==> config.mk <==
export PLATFORM = sky130hd
export DESIGN_NAME = sine_sweep_controller
export DESIGN_NICKNAME = d
export VERILOG_FILES = /design/src/rtl/sine_ctrl_pkg.sv /design/src/rtl/sweep_dwell_counter.sv /design/src/rtl/sine_sweep_controller.sv
export SDC_FILE = /design/constraint.sdc
export NUM_CORES = 1
export LEC_CHECK = 0
export CORE_MARGIN = 10
export CORE_UTILIZATION = 47
export CTS_CLUSTER_SIZE = 25
export DETAILED_ROUTE_END_ITERATION = 8
export PLACE_DENSITY_LB_ADDON = 0.05
export SYNTH_ARGS = -nofsm -noshare
export SYNTH_HDL_FRONTEND = slang
export SYNTH_SLANG_ARGS = --single-unit
==> constraint.sdc <==
create_clock -name clock -period 6.77 [get_ports clock]
set_clock_uncertainty 0.2 [all_clocks]
set_input_delay 0.677 -clock clock [delete_from_list [all_inputs] [get_ports clock]]
set_output_delay 0.677 -clock clock [all_outputs]
set_load 0.005 [all_outputs]
==> src/rtl/sine_ctrl_pkg.sv <==
// Shared types for the sine_wave generator and its sweep controller.
package sine_ctrl_pkg;

  localparam int unsigned PHASE_SIZE = 8;
  localparam int unsigned TABLE_SIZE = 56;
  localparam int unsigned PHASE_W    = PHASE_SIZE + 1;
  localparam int unsigned WIDE_W     = PHASE_SIZE + 2;

  typedef logic signed [PHASE_SIZE:0] phase_t;
  typedef logic signed [WIDE_W-1:0]   wide_t;

  typedef enum logic [2:0] {
    ST_IDLE,
    ST_LOAD,
    ST_SETTLE,
    ST_DWELL,
    ST_STEP,
    ST_FINISH
  } sweep_state_t;

  // Move cur by inc toward lim, clamping at lim; widened so cur+inc cannot wrap.
  function automatic phase_t step_toward(phase_t cur, phase_t inc, phase_t lim, logic down);
    wide_t nxt;
    if (down) begin
      nxt = WIDE_W'(cur) - WIDE_W'(inc);
      if (nxt < WIDE_W'(lim)) nxt = WIDE_W'(lim);
    end else begin
      nxt = WIDE_W'(cur) + WIDE_W'(inc);
      if (nxt > WIDE_W'(lim)) nxt = WIDE_W'(lim);
    end
    return PHASE_W'(nxt);
  endfunction

endpackage

==> src/rtl/sweep_dwell_counter.sv <==
// Per-step dwell down-counter: loads max(dwell,1)-1, decrements to zero and holds there.
module sweep_dwell_counter #(
  parameter int unsigned DWELL_W = 16
) (
  input  logic               clock,
  input  logic               reset_n,
  input  logic               load,
  input  logic               dec,
  input  logic [DWELL_W-1:0] dwell,
  output logic               zero_c
);

  logic [DWELL_W-1:0] cnt_q, cnt_d;

  always_comb begin
    cnt_d = cnt_q;
    if (load) begin
      cnt_d = (dwell == '0) ? '0 : dwell - DWELL_W'(1);
    end else if (dec && (cnt_q != '0)) begin
      cnt_d = cnt_q - DWELL_W'(1);
    end
  end

  always_ff @(posedge clock) begin
    if (!reset_n) cnt_q <= '0;
    else          cnt_q <= cnt_d;
  end

  assign zero_c = (cnt_q == '0);

endmodule

==> src/rtl/sine_sweep_controller.sv <==
// Steps sine_wave's phaseStep from start to end with a programmable dwell per step.
// Define SINE_SWEEP_BIDIR_EN to sweep back down to the start step after reaching the end.
module sine_sweep_controller
  import sine_ctrl_pkg::*;
#(
  parameter int unsigned DWELL_W       = 16,
  parameter int unsigned SETTLE_CYCLES = 2
) (
  input  logic               clock,
  input  logic               reset_n,
  input  logic               start,
  input  logic               abort,
  input  phase_t             cfg_phase,
  input  phase_t             cfg_step_start,
  input  phase_t             cfg_step_end,
  input  phase_t             cfg_step_inc,
  input  logic [DWELL_W-1:0] cfg_dwell,
  output phase_t             gen_phase,
  output phase_t             gen_phase_step,
  output logic               gen_reset,
  output logic               busy,
  output logic               done,
  output logic               cfg_err,
  output logic [7:0]         step_idx
);

  localparam int unsigned SET_W = (SETTLE_CYCLES > 1) ? $clog2(SETTLE_CYCLES) : 1;

  sweep_state_t       state_q, state_d;
  phase_t             gen_phase_q, gen_phase_d;
  phase_t             step_q, step_d;
  logic               gen_reset_q, gen_reset_d;
  logic               busy_q, busy_d;
  logic               done_q, done_d;
  logic               cfg_err_q, cfg_err_d;
  logic [7:0]         step_idx_q, step_idx_d;
  phase_t             lat_start_q, lat_start_d;
  phase_t             lat_end_q, lat_end_d;
  phase_t             lat_inc_q, lat_inc_d;
  logic [DWELL_W-1:0] lat_dwell_q, lat_dwell_d;
  logic               dir_dn_q, dir_dn_d;
  logic [SET_W-1:0]   settle_q, settle_d;
  logic               cnt_load_c, cnt_dec_c, cnt_zero_c;
  logic               cfg_bad_c;
  logic [7:0]         idx_inc_c;

  sweep_dwell_counter #(.DWELL_W(DWELL_W)) u_dwell (
    .clock   (clock),
    .reset_n (reset_n),
    .load    (cnt_load_c),
    .dec     (cnt_dec_c),
    .dwell   (lat_dwell_q),
    .zero_c  (cnt_zero_c)
  );

  assign cfg_bad_c = (cfg_step_start < phase_t'(1)) || (cfg_step_end < cfg_step_start) ||
                     (cfg_step_inc < phase_t'(0));
  assign idx_inc_c = (step_idx_q == 8'hFF) ? step_idx_q : step_idx_q + 8'd1;

  always_comb begin
    state_d     = state_q;
    gen_phase_d = gen_phase_q;
    step_d      = step_q;
    cfg_err_d   = 1'b0;
    step_idx_d  = step_idx_q;
    lat_start_d = lat_start_q;
    lat_end_d   = lat_end_q;
    lat_inc_d   = lat_inc_q;
    lat_dwell_d = lat_dwell_q;
    dir_dn_d    = dir_dn_q;
    settle_d    = settle_q;
    cnt_load_c  = 1'b0;
    cnt_dec_c   = 1'b0;

    case (state_q)
      ST_IDLE: begin
        if (start && !abort) begin
          if (cfg_bad_c) begin
            cfg_err_d = 1'b1;
          end else begin
            state_d     = ST_LOAD;
            gen_phase_d = cfg_phase;
            step_d      = cfg_step_start;
            step_idx_d  = 8'd0;
            lat_start_d = cfg_step_start;
            lat_end_d   = cfg_step_end;
            lat_inc_d   = cfg_step_inc;
            lat_dwell_d = cfg_dwell;
            dir_dn_d    = 1'b0;
          end
        end
      end
      ST_LOAD: begin
        state_d  = ST_SETTLE;
        settle_d = SET_W'(SETTLE_CYCLES - 1);
      end
      ST_SETTLE: begin
        if (settle_q == '0) begin
          state_d    = ST_DWELL;
          cnt_load_c = 1'b1;
        end else begin
          settle_d = settle_q - SET_W'(1);
        end
      end
      ST_DWELL: begin
        if (!cnt_zero_c) begin
          cnt_dec_c = 1'b1;
        end else if (dir_dn_q) begin
          if (step_q == lat_start_q) begin
            state_d = ST_FINISH;
          end else begin
            state_d    = ST_STEP;
            step_d     = step_toward(step_q, lat_inc_q, lat_start_q, 1'b1);
            step_idx_d = idx_inc_c;
          end
        end else if ((step_q == lat_end_q) || (lat_inc_q == '0)) begin
`ifdef SINE_SWEEP_BIDIR_EN
          if ((lat_inc_q != '0) && (lat_end_q != lat_start_q)) begin
            state_d    = ST_STEP;
            dir_dn_d   = 1'b1;
            step_d     = step_toward(step_q, lat_inc_q, lat_start_q, 1'b1);
            step_idx_d = idx_inc_c;
          end else begin
            state_d = ST_FINISH;
          end
`else
          state_d = ST_FINISH;
`endif
        end else begin
          state_d    = ST_STEP;
          step_d     = step_toward(step_q, lat_inc_q, lat_end_q, 1'b0);
          step_idx_d = idx_inc_c;
        end
      end
      ST_STEP: begin
        state_d    = ST_DWELL;
        cnt_load_c = 1'b1;
      end
      ST_FINISH: begin
        state_d = ST_IDLE;
        step_d  = '0;
      end
      default: begin
        state_d = ST_IDLE;
        step_d  = '0;
      end
    endcase

    // Abort freezes the generator and drops back to IDLE without a done pulse.
    if (abort && (state_q != ST_IDLE)) begin
      state_d    = ST_IDLE;
      step_d     = '0;
      step_idx_d = step_idx_q;
      cnt_load_c = 1'b0;
    end

    gen_reset_d = (state_d == ST_LOAD);
    done_d      = (state_d == ST_FINISH);
    busy_d      = (state_d != ST_IDLE);
  end

  always_ff @(posedge clock) begin
    if (!reset_n) begin
      state_q     <= ST_IDLE;
      gen_phase_q <= '0;
      step_q      <= '0;
      gen_reset_q <= 1'b0;
      busy_q      <= 1'b0;
      done_q      <= 1'b0;
      cfg_err_q   <= 1'b0;
      step_idx_q  <= 8'd0;
      lat_start_q <= '0;
      lat_end_q   <= '0;
      lat_inc_q   <= '0;
      lat_dwell_q <= '0;
      dir_dn_q    <= 1'b0;
      settle_q    <= '0;
    end else begin
      state_q     <= state_d;
      gen_phase_q <= gen_phase_d;
      step_q      <= step_d;
      gen_reset_q <= gen_reset_d;
      busy_q      <= busy_d;
      done_q      <= done_d;
      cfg_err_q   <= cfg_err_d;
      step_idx_q  <= step_idx_d;
      lat_start_q <= lat_start_d;
      lat_end_q   <= lat_end_d;
      lat_inc_q   <= lat_inc_d;
      lat_dwell_q <= lat_dwell_d;
      dir_dn_q    <= dir_dn_d;
      settle_q    <= settle_d;
    end
  end

  assign gen_phase      = gen_phase_q;
  assign gen_phase_step = step_q;
  assign gen_reset      = gen_reset_q;
  assign busy           = busy_q;
  assign done           = done_q;
  assign cfg_err        = cfg_err_q;
  assign step_idx       = step_idx_q;

endmodule

== Word level (Yosys, flattened, before mapping) ==
Cells that the tools add are included.

* Register bits after elaboration: 84
* Input bits: 56
* Output and inout bits: 30
* Word-level logic and storage cells: 92

* $add $sub $neg: 5
* Order comparisons: 4
* Equal/unequal tests: 13
* Multiplexer cells: 30
* Bitwise logic cells: 4
* Reductions and logical operators: 23

{| class="wikitable"
|+ Operators with widths
! operator !! number
|-
| $mux 16 || 3
|-
| $mux 9 || 5
|-
| $mux 8 || 5
|-
| $logic_not 16->1 || 2
|-
| $sub 16x1->16 const B || 2
|-
| $pmux 9 s3 || 1
|-
| $pmux 8 s2 || 1
|-
| $reduce_bool 16->1 || 1
|-
| $mux 3 || 5
|-
| $pmux 3 s5 || 1
|-
| $add 9x9->10 || 1
|-
| $gt 10x9->1 || 1
|-
| $eq 9x9->1 || 1
|-
| $logic_not 9->1 || 1
|-
| $lt 9x1->1 const B || 1
|-
| $lt 9x2->1 const B || 1
|-
| $lt 9x9->1 || 1
|-
| $add 8x1->8 const B || 1
|-
| $eq 8x8->1 const B || 1
|-
| $ne 2x2->1 const B || 4
|-
| $mux 1 || 7
|-
| $reduce_and 7->1 || 1
|-
| $eq 3x1->1 const B || 2
|-
| $eq 3x2->1 const B || 2
|-
| other kinds (15) || 28
|}

== Logic depth before layout (Yosys ltp) ==
* Depth after elaboration: 8
* Gate-level depth with buffers: 17
* Gate-level depth less buffers: 16

== Modules after synthesis ==
From an unflattened synthesis, not the netlist that was laid out.

* Cells, all modules: 619
* Area total of the unflattened synthesis: 5064.9 um^2

{| class="wikitable"
|+ By module, submodules not included
! module !! times used !! cells each !! area an instance (um^2) !! sequential area each (um^2)
|-
| sine_sweep_controller || 1 || 463 || 3812.4 || 1361.3
|-
| sweep_dwell_counter || 1 || 156 || 1252.5 || 320.3
|}

== Least setup slack after synthesis ==
Ideal clock, no wire load.

* Path kind: reg2reg
* From: reg step_q[0], in the netlist gen_phase_step[0]
* To: reg step_q[0], in the netlist gen_phase_step[0]
* Setup time: 0.121 ns
* Arrival: 3.259 ns
* Data required time: 6.449 ns
* Path slack: 3.189 ns
* Cell stages (with the launch flop): 18
* Buffers on the path: 1
* Period minus slack after synthesis: 3.581 ns
* Path through: dfxtp_1 > ha_1 > inv_1 > fa_1 > nor2b_1 > o2111ai_1 > a31oi_1 > nor2_1 > xnor2_1 > ha_1 > nand4_1 > nor3_1 > o21a_1 > o311a_1 > buf_2 > mux2_2 > a22oi_1 > a21oi_1

* Cells in the longest elaborated chain, start to end: 6
* Elaborated cells on any way between the ends: 10
* Those cells by class: 1 x add/sub; 1 x order compare; 2 x eq/ne; 4 x mux; 2 x reduce/logical

{| class="wikitable"
|+ RTL lines
! item !! RTL line !! source
|-
| start, declared || sine_sweep_controller.sv:31 || <nowiki>phase_t step_q, step_d;</nowiki>
|-
| start signal, assigned || sine_sweep_controller.sv:181 || <nowiki>step_q <= step_d;</nowiki>
|-
| $add 9x9->10 || sine_ctrl_pkg.sv:28 || <nowiki>nxt = WIDE_W'(cur) + WIDE_W'(inc);</nowiki>
|-
| $gt 10x9->1 || sine_ctrl_pkg.sv:29 || <nowiki>if (nxt > WIDE_W'(lim)) nxt = WIDE_W'(lim);</nowiki>
|-
| $mux 9 || sine_ctrl_pkg.sv:29 ||
|-
| $mux 9 || sine_sweep_controller.sv:116 || <nowiki>end else if ((step_q == lat_end_q) || (lat_inc_q == '0)) begin</nowiki>
|-
| $mux 9 || sine_sweep_controller.sv:106 || <nowiki>if (!cnt_zero_c) begin</nowiki>
|-
| $pmux 9 s3 || sine_sweep_controller.sv:75 || <nowiki>case (state_q)</nowiki>
|}

Several ways; a longest one is shown, not always the timed one. The select of a mux whose other input is x is not followed.
A chain may end at the register's enable or synchronous reset.

== Worst setup path in the final report ==
* From: reg step_q[1], in the netlist gen_phase_step[1]
* To: reg step_q[4], in the netlist gen_phase_step[4]

The elaborated chain is that of the path after synthesis.

==> qor.yml <==
run_status:
  status: "finished, final reports clean"
routing:
  first_pass_iters: 6
  drt_first_iter_violations: 342
  wl_per_cell_um: 16.63
  drc: 0
  dr_wl_met2_um: 6102
  wl_met1_um: 6143
  via_count: 4535
  ant_nets: 0
  via_per_inst: 5.627
  drt_wl_total_um: 13400
  wl_met3_um: 930
  routed.top_layer: "met4"
layout:
  antenna_cells: 0
  register_area_mm2: 0.001682
  final_cells: 806
  fill_cells: 945
  final_cell_mix: "clkdlybuf4s50_1, dfxtp_1, nor2b_1, mux2i_1, nor2_1"
  syn2layout_area_growth_pct: 22.61
  nNetsFinal: 752
  drive_gt1_frac: 0.05672
  final_util: 0.5959
  final_common_cell: "clkdlybuf4s50_1"
  multiInputGateArea_mm2: 0.003109
setup_path:
  r2r-start: "gen_phase_step[1]"
  path_class: "flip-flop to flip-flop"
  required_ns: 6.81
  regToRegSetupSlack_ns: 2.62
  worstSetupStartpoint: "gen_phase_step[1]"
  start_kind: "flip-flop"
  reg2reg_to: "gen_phase_step[4]"
  r2r_cells: 16
  critical_path_peak_fanout: 10
  worst_ep_arrival_time_ns: 4.19
  cp-end-kind: "flip-flop"
synthesis:
  synthCells: 593
  yosysSeqAreaShare: 0.3322
  yosysTopAreaCellShare: 0.3322
  yosysWarnings: 0
  synthArstFlopShare: 0
  synth_edf_count: 0
  synth_flop_cell: "dfxtp_1"
  synth_area_leaders: "dfxtp_1, mux2i_1, ha_1"
  yosysUniqueCellTypes: 63
  syn-mean-instance-area_um2: 8.537
  yosysTopAreaCell: "dfxtp_1"
  synthesis.area_mm2: 0.005062
  synth.net_count: 680
  synth_seq_cells: 84
global_route:
  grt_overflow: 0
  grt_usage: 0.1748
  grt_first_pass_wirelength_um: 21380
  grt_pass1_vias: 4308
  grt_max_degree: 66
  antenna_found_initial: 0
pwr:
  p_clk_frac: 0.319
  switching_share: 0.3155
  p_switching_mw: 0.4158
  power.leakage_nw: 2.742
  pwr-share-seq: 0.410
  irDropWorstVdd_mv: 0.1103
  power_density_mw_per_mm2: 212.4
  internal_power_mw: 0.9023
  p_total_mw: 1.318
  comb_power_share: 0.270
clock_network:
  clock-root-buffer: "clkbuf_8"
  cts_hold_buf: 0
  post_cts_buffers: 0
  clkTransAtPathRegs_ns: 0.10
  worstSkewPairLatency_ns: 0.38
  cts_tree: "built"
  clockBufferDepth: 2
  htree_levels: 3
  cts_made_buffers: 9
  post_cts_resized: 0
  cts.sinks: 84
sta:
  post-route-period-util: 0.6135
  setup_viol: 0
  min_period_ns: 4.153
  finalHoldViolCount: 0
  tightest_slew_ns: 0.7426
  rsz0062_at_grt: "no"
  fmax_mhz: 240.8
  maxSlewHeadroom: 0.5049
  whs_ns: 0.3002
  slew_violations: 0
  final.setup.tns_ns: 0
placed_design:
  dp_hpwl_um: 10040
  dpl.cell_count: 790
  gp_congestion: 0.9346
  port-buffer-count: 85
floorplanning:
  rows: 37
  initial_utilization: 0.4860
  die_h_um: 123.8
  die_area_mm2: 0.01532
  coreArea_mm2: 0.01042
  die_w_um: 123.8
  ios: 86
run:
  maxCapViolCount: 0
hold_path:
  holdPathEnd: "step_idx[7]"
  hp-class: "flip-flop to flip-flop"
  min_path_cells: 2
  min-delay-start: "step_idx[7]"
synthesized netlist by cell type, drive strengths merged (2+ instances only):
cell	instances
mux2	7
nand2	32
a21oi	43
nor2b	48
clkbuf	14
nor3	10
o31ai	5
nand3	10
xnor2	15
a22oi	6
nand4	6
and2	3
inv	36
xor2	13
a41oi	2
o21ai	39
nor3b	2
mux2i	47
nor4	11
buf	14
nand4b	3
and3	2
nand2b	3
ha	30
dfxtp	84
o22ai	2
o211a	3
o221a	2
a31oi	11
or3	7
o211ai	3
or4	9
nand3b	2
nor2	44
o21a	3
kinds of logic (layout without fill, tap and decap cells):
| family | Yosys count | after routing | synth area share |
|---|---|---|---|
| and+or+nand+nor | 201 | 201 | 0.2202 |
| AOI/OAI and AO/OA | 131 | 131 | 0.1579 |
| DFF | 84 | 84 | 0.3322 |
| buffers and inverters | 64 | 141 | 0.05462 |
| muxes | 54 | 54 | 0.1085 |
| adders and majority gates | 31 | 31 | 0.07810 |
| xor gates and xnor gates | 28 | 28 | 0.04844 |
layer usage:
metal / global-route usage / up-vias
met5: 0 / -
met4: 0.06696 / 0
met3: 0.03801 / 19
met2: 0.2838 / 149
met1: 0.2221 / 2105
li1: - / 2262
power by group through the flow:
stage,combinational [mW],sequential (mW),clock [mW]
2_1_floorplan,0.250,0.545,0
3_3_place_gp,0.349,0.551,0
3_5_place_dp,0.356,0.552,0
4_1_cts,0.357,0.541,0.432
5_1_grt,0.393,0.545,0.451
6_report,0.356,0.541,0.421
per-stage QoR:
step,worst slack [ns],instance area [um2]
detailed placement,2.687,5977
global route,2.303,6207
CTS,2.660,6207
floorplan,3.189,5062
finish,2.617,6207
global placement,2.759,5977
state kept, by name, indices dropped and copies added (netlist names), 3 cells and up:
signal	flops
lat_dwell_q	16
u_dwell.cnt_q	16
gen_phase	9
gen_phase_step	9
lat_end_q	9
lat_inc_q	9
step_idx	8
state_q	3
worst max-delay path, stage by stage (launching register included):
cell and delay [ns]:
dfxtp_1 0.42, ha_1 0.26, a21oi_1 0.22, o211ai_1 0.16
o21ai_0 0.17, o2bb2ai_1 0.17, inv_1 0.06, a211oi_1 0.25
mux2_2 0.19, ha_1 0.15, nand4_1 0.14, nor3_1 0.27
o21a_1 0.16, o311a_1 0.53, mux2_2 0.40, a22oi_1 0.16
a21oi_1 0.09
area by class of cell:
| class | instances | share of cell area |
|---|---|---|
| inverter | 36 | 0.02177 |
| clock inverter | 7 | 0.01713 |
| clock buffer | 9 | 0.01996 |
| timing repair buffer | 89 | 0.1419 |
| multi-input combinational | 445 | 0.5009 |
| tap | 136 | 0.02741 |
| sequential | 84 | 0.2709 |
worst max path at each step:
stage	slack [ns]	cells after the start	to
after floorplan	3.19	17	gen_phase_step[0]
after global placement	2.76	16	gen_phase_step[5]
after detailed placement	2.69	16	gen_phase_step[5]
after CTS	2.66	16	gen_phase_step[5]
after global routing	2.30	16	gen_phase_step[3]
final	2.62	16	gen_phase_step[4]
Note: power is estimated with default switching activity, not from simulation.
